File: src/rtl/shift_seq_if.sv
// Handshake and SHIFT-unit bus for the multi-bit shift sequencer.
// slave is the sequencer side; master is the requester/consumer/SHIFT side.
interface shift_seq_if #(
  parameter int data_width = 16,
  parameter int amt_width  = 4
);
  // Request channel
  logic                  in_valid;
  logic                  in_ready;
  logic [data_width-1:0] in_a;
  logic [3:0]            in_func;
  logic [amt_width-1:0]  in_amt;
  // Single-bit SHIFT unit connection
  logic [data_width-1:0] shift_a;
  logic [3:0]            shift_func;
  logic [data_width-1:0] shift_c;
  // Result channel
  logic                  out_valid;
  logic                  out_ready;
  logic [data_width-1:0] out_c;

  modport slave (
    input  in_valid, in_a, in_func, in_amt, shift_c, out_ready,
    output in_ready, shift_a, shift_func, out_valid, out_c
  );

  modport master (
    output in_valid, in_a, in_func, in_amt, shift_c, out_ready,
    input  in_ready, shift_a, shift_func, out_valid, out_c
  );
endinterface

File: src/rtl/shift_seq.sv
// Multi-bit shift sequencer: iterates the external single-bit SHIFT unit
// once per clock, cnt times, then offers the result downstream.
module shift_seq #(
  parameter int data_width = 16,
  parameter int amt_width  = 4
) (
  input  logic        clk,
  input  logic        reset_n,
  shift_seq_if.slave  bus
);

  typedef enum logic [1:0] {
    IDLE = 2'd0,
    RUN  = 2'd1,
    DONE = 2'd2
  } state_t;

  state_t                state_q, state_d;
  logic [data_width-1:0] acc_q, acc_d;
  logic [3:0]            func_q, func_d;
  logic [amt_width-1:0]  cnt_q, cnt_d;

  // Outputs come straight from state; no path from in_* to out_*.
  assign bus.shift_a    = acc_q;
  assign bus.shift_func = func_q;
  assign bus.out_c      = acc_q;
  assign bus.out_valid  = (state_q == DONE);
  assign bus.in_ready   = (state_q == IDLE) & reset_n;

  // Next-state and datapath update for accept / iterate / hand-off.
  always_comb begin
    state_d = state_q;
    acc_d   = acc_q;
    func_d  = func_q;
    cnt_d   = cnt_q;
    case (state_q)
      IDLE: begin
        // Reset is handled in the register block, so in_valid alone
        // qualifies acceptance here.
        if (bus.in_valid) begin
          acc_d   = bus.in_a;
          func_d  = bus.in_func;
          cnt_d   = bus.in_amt;
          state_d = (bus.in_amt == {amt_width{1'b0}}) ? DONE : RUN;
        end else begin
          state_d = IDLE;
        end
      end
      RUN: begin
        // SHIFT result is combinational off acc, so each edge applies one bit.
        acc_d = bus.shift_c;
        cnt_d = cnt_q - amt_width'(1);
        if (cnt_q == amt_width'(1)) begin
          state_d = DONE;
        end else begin
          state_d = RUN;
        end
      end
      DONE: begin
        // Hold acc; new requests wait until the result is taken.
        if (bus.out_ready) begin
          state_d = IDLE;
        end else begin
          state_d = DONE;
        end
      end
      default: begin
        state_d = IDLE;
      end
    endcase
  end

  // State registers with synchronous active-low reset taking priority.
  always_ff @(posedge clk) begin
    if (!reset_n) begin
      state_q <= IDLE;
      acc_q   <= {data_width{1'b0}};
      func_q  <= 4'b0000;
      cnt_q   <= {amt_width{1'b0}};
    end else begin
      state_q <= state_d;
      acc_q   <= acc_d;
      func_q  <= func_d;
      cnt_q   <= cnt_d;
    end
  end

endmodule
File: src/flat_wrapper.sv
// flat-port wrapper written by rule: the top's interface ports become plain ports
module shift_seq_flat 
#(
  parameter int data_width = 16,
  parameter int amt_width  = 4
)
  (clk, reset_n, bus_in_valid, bus_in_a, bus_in_func, bus_in_amt, bus_shift_c, bus_out_ready, bus_in_ready, bus_shift_a, bus_shift_func, bus_out_valid, bus_out_c);
  shift_seq_if #(.data_width(data_width), .amt_width(amt_width)) bus_i ();
  input  logic clk;
  input  logic reset_n;
  input wire logic [$bits(bus_i.in_valid)-1:0] bus_in_valid;
  input wire logic [$bits(bus_i.in_a)-1:0] bus_in_a;
  input wire logic [$bits(bus_i.in_func)-1:0] bus_in_func;
  input wire logic [$bits(bus_i.in_amt)-1:0] bus_in_amt;
  input wire logic [$bits(bus_i.shift_c)-1:0] bus_shift_c;
  input wire logic [$bits(bus_i.out_ready)-1:0] bus_out_ready;
  output wire logic [$bits(bus_i.in_ready)-1:0] bus_in_ready;
  output wire logic [$bits(bus_i.shift_a)-1:0] bus_shift_a;
  output wire logic [$bits(bus_i.shift_func)-1:0] bus_shift_func;
  output wire logic [$bits(bus_i.out_valid)-1:0] bus_out_valid;
  output wire logic [$bits(bus_i.out_c)-1:0] bus_out_c;
  assign bus_i.in_valid = bus_in_valid;
  assign bus_i.in_a = bus_in_a;
  assign bus_i.in_func = bus_in_func;
  assign bus_i.in_amt = bus_in_amt;
  assign bus_i.shift_c = bus_shift_c;
  assign bus_i.out_ready = bus_out_ready;
  assign bus_in_ready = bus_i.in_ready;
  assign bus_shift_a = bus_i.shift_a;
  assign bus_shift_func = bus_i.shift_func;
  assign bus_out_valid = bus_i.out_valid;
  assign bus_out_c = bus_i.out_c;
  shift_seq #(.data_width(data_width), .amt_width(amt_width)) u_core (.clk(clk), .reset_n(reset_n), .bus(bus_i));
endmodule
File: config.mk
export PLATFORM = sky130hd
export DESIGN_NAME = shift_seq_flat
export DESIGN_NICKNAME = d
export VERILOG_FILES = /design/src/rtl/shift_seq_if.sv /design/src/rtl/shift_seq.sv /design/src/flat_wrapper.sv
export SDC_FILE = /design/constraint.sdc
export NUM_CORES = 1
export LEC_CHECK = 0
export BUFFER_PORTS_ARGS = -buffer_cell sky130_fd_sc_hd__buf_2
export CORE_MARGIN = 2
export CORE_UTILIZATION = 44
export DETAILED_ROUTE_END_ITERATION = 16
export HOLD_SLACK_MARGIN = 0.05
export PLACE_DENSITY_LB_ADDON = 0.12
export SLEW_MARGIN = 20
export SYNTH_ARGS = -nofsm -noshare
export SYNTH_HDL_FRONTEND = slang
export SYNTH_SLANG_ARGS = --single-unit
File: constraint.sdc
create_clock -name clk -period 1.7 [get_ports clk]
set_input_delay 0 -clock clk [delete_from_list [all_inputs] [get_ports clk]]
set_output_delay 0 -clock clk [all_outputs]
set_load 0.02 [all_outputs]
==> flow_summary.ini, run 1 <==
[yosys]
synth_top_family_by_area = compound AO/OA/AOI/OAI gates
yosys.area_share.simple = 0.1575
synthFlopType = dfxtp_1
syn_area_per_cell_um2 = 9.490
synth_compound_area_frac = 0.1961
yosys.area_share.adder = 0.01712
synth_cell_types = 32
async_reset_ff_frac = 0
synth_edf_count = 0
synth_xor_area_frac = 0
netlist_area_um2 = 1461
syn_inst = 154
syn-num-nets = 200
synth_mux_area_frac = 0.1096
yosys_warnings = 0
synth_seq_area_share = 0.3562
ys_ff_latch = 26

[clock_tree]
cts-buffers-inserted = 3
ctsRootBufferMaster = clkbuf_4
cts_buffer_depth = 2
clk_pin_slew_ns = 0.15
cts_resized = 0
htreeDepth = 1
clk_latency_ns = 0.32
post-cts-setup-buffers = 0
cts_tree = yes
clock_sinks = 26

[timing]
relSlewSlack = 0.7413
slew_viol_final = 0
tightest_slew_ns = 0.3863
totalNegativeSetupSlack_ns = 0
final_hold_viol_count = 0
fmax_ghz = 0.7125
hold_slack_ns = 0.05629
rsz0062_at_grt = no
skew_ns = 0.003560
fin_crit_ns = 1.404
finalCritPeriodShare = 0.8256
setup-violations-final = 0

[layout]
nNetsFinal = 300
areaGrowthSynthToFinish_pct = 48.46
final_common_cell = buf_2
drive_gt1_frac = 0.4071
antennaDiodeCount = 0
fin_cells = 297
final_util = 0.6992
final_cell_mix = buf_2, dlygate4sd3_1, dfxtp_1, nor2_1, mux2i_1

[die]
die-height_um = 61.63
die_w_um = 61.63
rows = 20
fp.coreArea_um2 = 3103
num_io_pins = 82
dieArea_um2 = 3798
start_util = 0.4710

[power_and_ir_drop]
intPower_w = 0.001205
power_frac_clock = 0.238
power_switching_w = 0.0005889
peakVddDrop_mv = 0.4531
power.leakage_nw = 1.106
p_sw_frac = 0.3282
comb_power_share = 0.356
pwr_density_cell_nw_per_um2 = 827.0
power_frac_seq = 0.407

[critical_path]
crit_arrival_ns = 1.65
start_kind = flop
criticalPathCategory = reg -> reg
cp-end-kind = flop
reg2reg_slack_ns = 0.30
cp.required_ns = 1.94
r2r-start = u_core.state_q[0]
r2r_end = u_core.bus.out_c[1]
reg2reg_depth = 4
path_max_fanout = 36

[route]
ant_nets = 0
dr.pass1.iters = 4
routed_wl_um = 3855
drc = 0
vias_per_cell = 4.744
vias = 1409
drt_iter0_markers = 34
avgRoutedWirePerCell_um = 12.98

[placed_design]
place_congestion = 0.7809
dp.cells = 255
portBuffers = 81
hpwl_um = 2492

[global_routing]
grtUsageTotal = 0.1945
grt-ovfl-total = 0
grt_pass1_wl_um = 5471
grt_max_degree = 37
antenna_found_initial = 0
grt_pass1_vias = 1337

[worst_hold_path]
hp-class = in -> reg
min_to = u_core.bus.out_c[15]
hold_depth = 3
min_from = bus_in_a[15]

[flow_run]
cap_violations = 0

[status]
status = finished clean
what timing repair did:
item | in CTS | in global routing
hold endpoints to repair | 25 | 0
setup endpoints to repair | 0 | 0
hold buffers | 38 | 0
stage by stage:
| step | setup slack, ns | cell area, µm² | total power, W |
|---|---|---|---|
| finish | 0.2964 | 2170 | 0.001794 |
| global placement | 0.3933 | 1737 | 0.001294 |
| global route | 0.1925 | 2170 | 0.001884 |
| floorplan | 0.4377 | 1461 | 0.001203 |
| CTS | 0.3048 | 2170 | 0.001808 |
| detailed placement | 0.3242 | 1737 | 0.001314 |
cell type report:
cell class	instances	area, µm²
timing repair buffer	123	828.3
inverter	3	11.26
clock inverter	1	30.03
fill	273	933.4
multi-input combinational	97	701.9
sequential	26	520.5
clock buffer	3	22.52
tap	44	55.05
per-layer routing:
| layer | global-route usage | vias to the layer above | wire length (µm) |
|---|---|---|---|
| li1 | - | 715 | - |
| met1 | 0.1926 | 645 | 1512 |
| met2 | 0.3970 | 47 | 2108 |
| met3 | 0.03151 | 2 | 215 |
| met4 | 0.06687 | 0 | 18 |
| met5 | 0 | - | 0 |
cells in the mapped netlist (2+ instances only):
library cell / instances / area share
a211oi_1: 6 / 0.031
a211oi_2: 11 / 0.094
a21oi_1: 7 / 0.024
buf_4: 20 / 0.10
buf_6: 4 / 0.031
clkbuf_1: 2 / 0.0051
dfxtp_1: 26 / 0.36
ha_1: 2 / 0.017
inv_1: 3 / 0.0077
mux2i_1: 16 / 0.11
nand2_1: 13 / 0.033
nand2b_1: 3 / 0.013
nand3_1: 2 / 0.0068
nand3b_1: 2 / 0.010
nor2_1: 18 / 0.046
nor2b_1: 2 / 0.0086
nor3b_1: 2 / 0.010
critical path: stages (launching register included):
cell	delay [ns]
dfxtp_1	0.56
o21ba_1	0.24
buf_12	0.21
nor2_1	0.07
a211oi_1	0.23
worst max-delay path by stage:
stage                                 start                   end  slack [ns]  cells after the start
after floorplan             u_core.cnt_q[1]     u_core.state_q[1]        0.44                      5
final                     u_core.state_q[0]   u_core.bus.out_c[1]        0.30                      4
after global placement    u_core.state_q[1]   u_core.bus.out_c[5]        0.39                      4
after CTS                 u_core.state_q[0]   u_core.bus.out_c[4]        0.30                      4
after detailed placement  u_core.state_q[1]  u_core.bus.out_c[11]        0.32                      4
after global routing      u_core.state_q[0]   u_core.bus.out_c[2]        0.19                      4
power by group through the flow:
stage / clock network (W) / registers, W / logic (W)
6_report: 0.000427 / 0.000729 / 0.000638
3_3_place_gp: 0 / 0.000738 / 0.000555
3_5_place_dp: 0 / 0.000742 / 0.000572
4_1_cts: 0.000440 / 0.000728 / 0.000640
2_1_floorplan: 0 / 0.000794 / 0.000409
5_1_grt: 0.000454 / 0.000739 / 0.000691
kinds of logic after synthesis:
group | count (synthesis)
adder cells (fa/ha/maj) | 2
AND/OR/NAND/NOR | 47
AO/OA/AOI/OAI | 32
flip-flops | 26
multiplexers | 16
buffers and inverters | 31
registers in the layout (all words and copies together), names as in the netlist:
name                   count
u_core.bus.out_c          16
u_core.state_q             2
u_core.cnt_q               4
u_core.bus.shift_func      4
Note: power is estimated with default switching activity, not from simulation.
==> inputs of run 2 (changes only) <==
--- a/config.mk
+++ b/config.mk
@@ -5,6 +5,7 @@
 export SDC_FILE = /design/constraint.sdc
 export NUM_CORES = 1
 export LEC_CHECK = 0
+export ABC_AREA = 1
 export BUFFER_PORTS_ARGS = -buffer_cell sky130_fd_sc_hd__buf_2
 export CORE_MARGIN = 2
 export CORE_UTILIZATION = 44
==> constraint.sdc (replaced) <==
create_clock -name clk -period 1.4 [get_ports clk]
set_input_delay 0 -clock clk [delete_from_list [all_inputs] [get_ports clk]]
set_output_delay 0 -clock clk [all_outputs]
set_load 0.02 [all_outputs]
==> run 2 against run 1 <==
  * Largest cell class unchanged
  * Core utilization up 3.7 points
  * Highest routed layer unchanged
  * Sequential power up 20%
  * Die area down 0.87%
  * Critical path depth up 2
  * Count of clock-buffer cells in the layout up 1
  * Critical endpoint unchanged
==> flow_summary.ini, run 2 <==
[layout]
nFillCells = 289
antennaDiodeCount = 0
nNetsFinal = 375
final_area_um2 = 2286
drive_gt1_frac = 0.3293
final_cell_mix = buf_2, nand2_1, dlygate4sd3_1, dfxtp_1, a21oi_1
largest_reg_flops = 16
final_common_cell = buf_2
areaGrowthSynthToFinish_pct = 57.91

[timing]
setup-violations-final = 0
worst_slack_ns = 0.1409
relSlewSlack = 0.8626
finalCritPeriodShare = 0.8993
fmax_ghz = 0.7942
fin_crit_ns = 1.259
totalNegativeSetupSlack_ns = 0
final_hold_viol_count = 0
skew_ns = 0.003105
slew_viol_final = 0
rsz0062_at_grt = no
tightest_slew_ns = 0.2045

[route]
vias_per_cell = 4.683
routed_wl_um = 4328
dr.pass1.iters = 5
drt_iter0_markers = 86
drc = 0
ant_nets = 0
avgRoutedWirePerCell_um = 11.63
vias = 1742

[yosys]
synth_compound_area_frac = 0.1616
netlist_area_um2 = 1448
syn_area_per_cell_um2 = 6.733
synth_area_leaders = dfxtp_1, nand2_1, buf_4, a21oi_1, o21ai_0
synthFlopType = dfxtp_1
synth_commonest_cells = nand2_1, dfxtp_1, a21oi_1
synth_seq_area_share = 0.3596
async_reset_ff_frac = 0
yosys.area_share.adder = 0.01729
yosys_warnings = 0
syn-num-nets = 261
synth_top_family_by_area = simple AND/OR/NAND/NOR gates
synth_mux_area_frac = 0
yosys.area.top_type_share = 0.3596
synth_cell_types = 21
synth_xor_area_frac = 0
ys_ff_latch = 26
yosys.area_share.simple = 0.3051
synth.most_common_cell = nand2_1
syn_inst = 215
synth_area_leader_cell = dfxtp_1
synth_edf_count = 0

[power_and_ir_drop]
power_frac_seq = 0.422
power.leakage_nw = 1.179
pwr_density_cell_nw_per_um2 = 908.2
comb_power_share = 0.396
peakVddDrop_mv = 0.6318
power_frac_clock = 0.181
power_switching_w = 0.0007342
p_sw_frac = 0.3536
intPower_w = 0.001342

[placed_design]
portBuffers = 81
hpwl_um = 2588
postPlaceCellArea_um2 = 1799
post-place-ws_ns = 0.1105
place_congestion = 0.7410

[flow_run]
cap_violations = 0

[clock_tree]
ctsRootBufferMaster = clkbuf_4
htreeDepth = 1
cts-buffers-inserted = 3
clk_latency_ns = 0.32
cts_buffer_depth = 2
clk_pin_slew_ns = 0.14
clock_sinks = 26
cts_tree = yes

[global_routing]
grt_max_degree = 21
grt_pass1_wl_um = 6575
grt_pass1_vias = 1627
grt-ovfl-total = 0
grtUsageTotal = 0.2335
antenna_found_initial = 0

[die]
rows = 20
die_w_um = 61.36
fp.coreArea_um2 = 3103
num_io_pins = 82
start_util = 0.4665
dieArea_um2 = 3765
die-height_um = 61.36

[critical_path]
cp.required_ns = 1.62
cp-end-kind = flop
criticalPathCategory = reg -> reg
crit_arrival_ns = 1.48
path_max_fanout = 6
start_kind = flop

[worst_hold_path]
hp-class = in -> reg

[status]
status = finished clean
run 2: cell count changes after synthesis, sizes merged, moves of 3 or more:
| cell | before | now |
|---|---|---|
| a211oi | 17 | 0 |
| a21oi | 7 | 20 |
| inv | 3 | 8 |
| mux2i | 16 | 0 |
| nand2 | 13 | 79 |
| nand2b | 3 | 0 |
| nand3 | 2 | 5 |
| nor3b | 3 | 0 |
| o21ai | 0 | 23 |
run 2: timing repair:
action,4_1_cts,5_1_grt
hold endpoints to repair,23,1
buffers inserted,0,4
setup endpoints to repair,0,5
hold buffers,40,1
gates resized for setup,0,4
run 2: critical path, cell delays in order, from the launching register on:
cell        delay, ns
dfxtp_2          0.42
inv_2            0.10
nand3_4          0.08
clkinvlp_4       0.13
buf_4            0.16
o21ai_0          0.17
a21oi_1          0.09
run 2: power groups by stage:
stage	combinational [W]	sequential [W]	clock [W]
detailed placement	0.000710	0.000890	0
finish	0.000823	0.000877	0.000376
global placement	0.000706	0.000887	0
global route	0.000915	0.000887	0.000427
floorplan	0.000456	0.000958	0
CTS	0.000796	0.000874	0.000392
run 2: final cells by class:
class / instances / area [µm²] / area share
well taps: 44 / 55.05 / 0.02408
flip-flops and latches: 26 / 523.0 / 0.2288
multi-input cells: 154 / 700.7 / 0.3065
clock buffers: 4 / 36.28 / 0.01587
repair buffers: 136 / 933.4 / 0.4083
inverters: 8 / 37.54 / 0.01642
run 2: through the flow:
| stage | hold WS, ns | cells | power [W] | util |
|---|---|---|---|---|
| 3_5_place_dp | 0.2562 | 323 | 0.001600 | 0.5798 |
| 6_report | 0.06178 | 372 | 0.002076 | 0.7367 |
| 5_1_grt | 0.05873 | 372 | 0.002228 | 0.7367 |
| 3_3_place_gp | 0.2494 | 323 | 0.001593 | 0.5798 |
| 4_1_cts | 0.05203 | 367 | 0.002061 | 0.7206 |
| 2_1_floorplan | 0.09763 | 215 | 0.001414 | - |
run 2: final timing paths:
path                       start  cells past startpoint                   to  slack, ns
max            u_core.state_q[1]                      6  u_core.bus.out_c[1]       0.14
min                bus_in_amt[3]                      5      u_core.cnt_q[3]       0.06
max reg2reg    u_core.state_q[1]                      6  u_core.bus.out_c[1]       0.14
min reg2reg  u_core.bus.out_c[2]                      2  u_core.bus.out_c[2]       0.48
run 2: cells by family (layout without fill, tap and decap cells):
family | count (synthesis) | in the layout
AOI/OAI and AO/OA | 45 | 45
adders and majority gates | 2 | 2
DFF | 26 | 26
and+or+nand+nor | 107 | 107
buffers and inverters | 35 | 148
run 2: metal layers:
| layer | vias to the layer above | wire length (µm) | global-route usage |
|---|---|---|---|
| li1 | 895 | - | - |
| met1 | 774 | 1758 | 0.2516 |
| met2 | 64 | 2252 | 0.4574 |
| met3 | 9 | 218 | 0.02521 |
| met4 | 0 | 98 | 0.09422 |
| met5 | - | 0 | 0 |
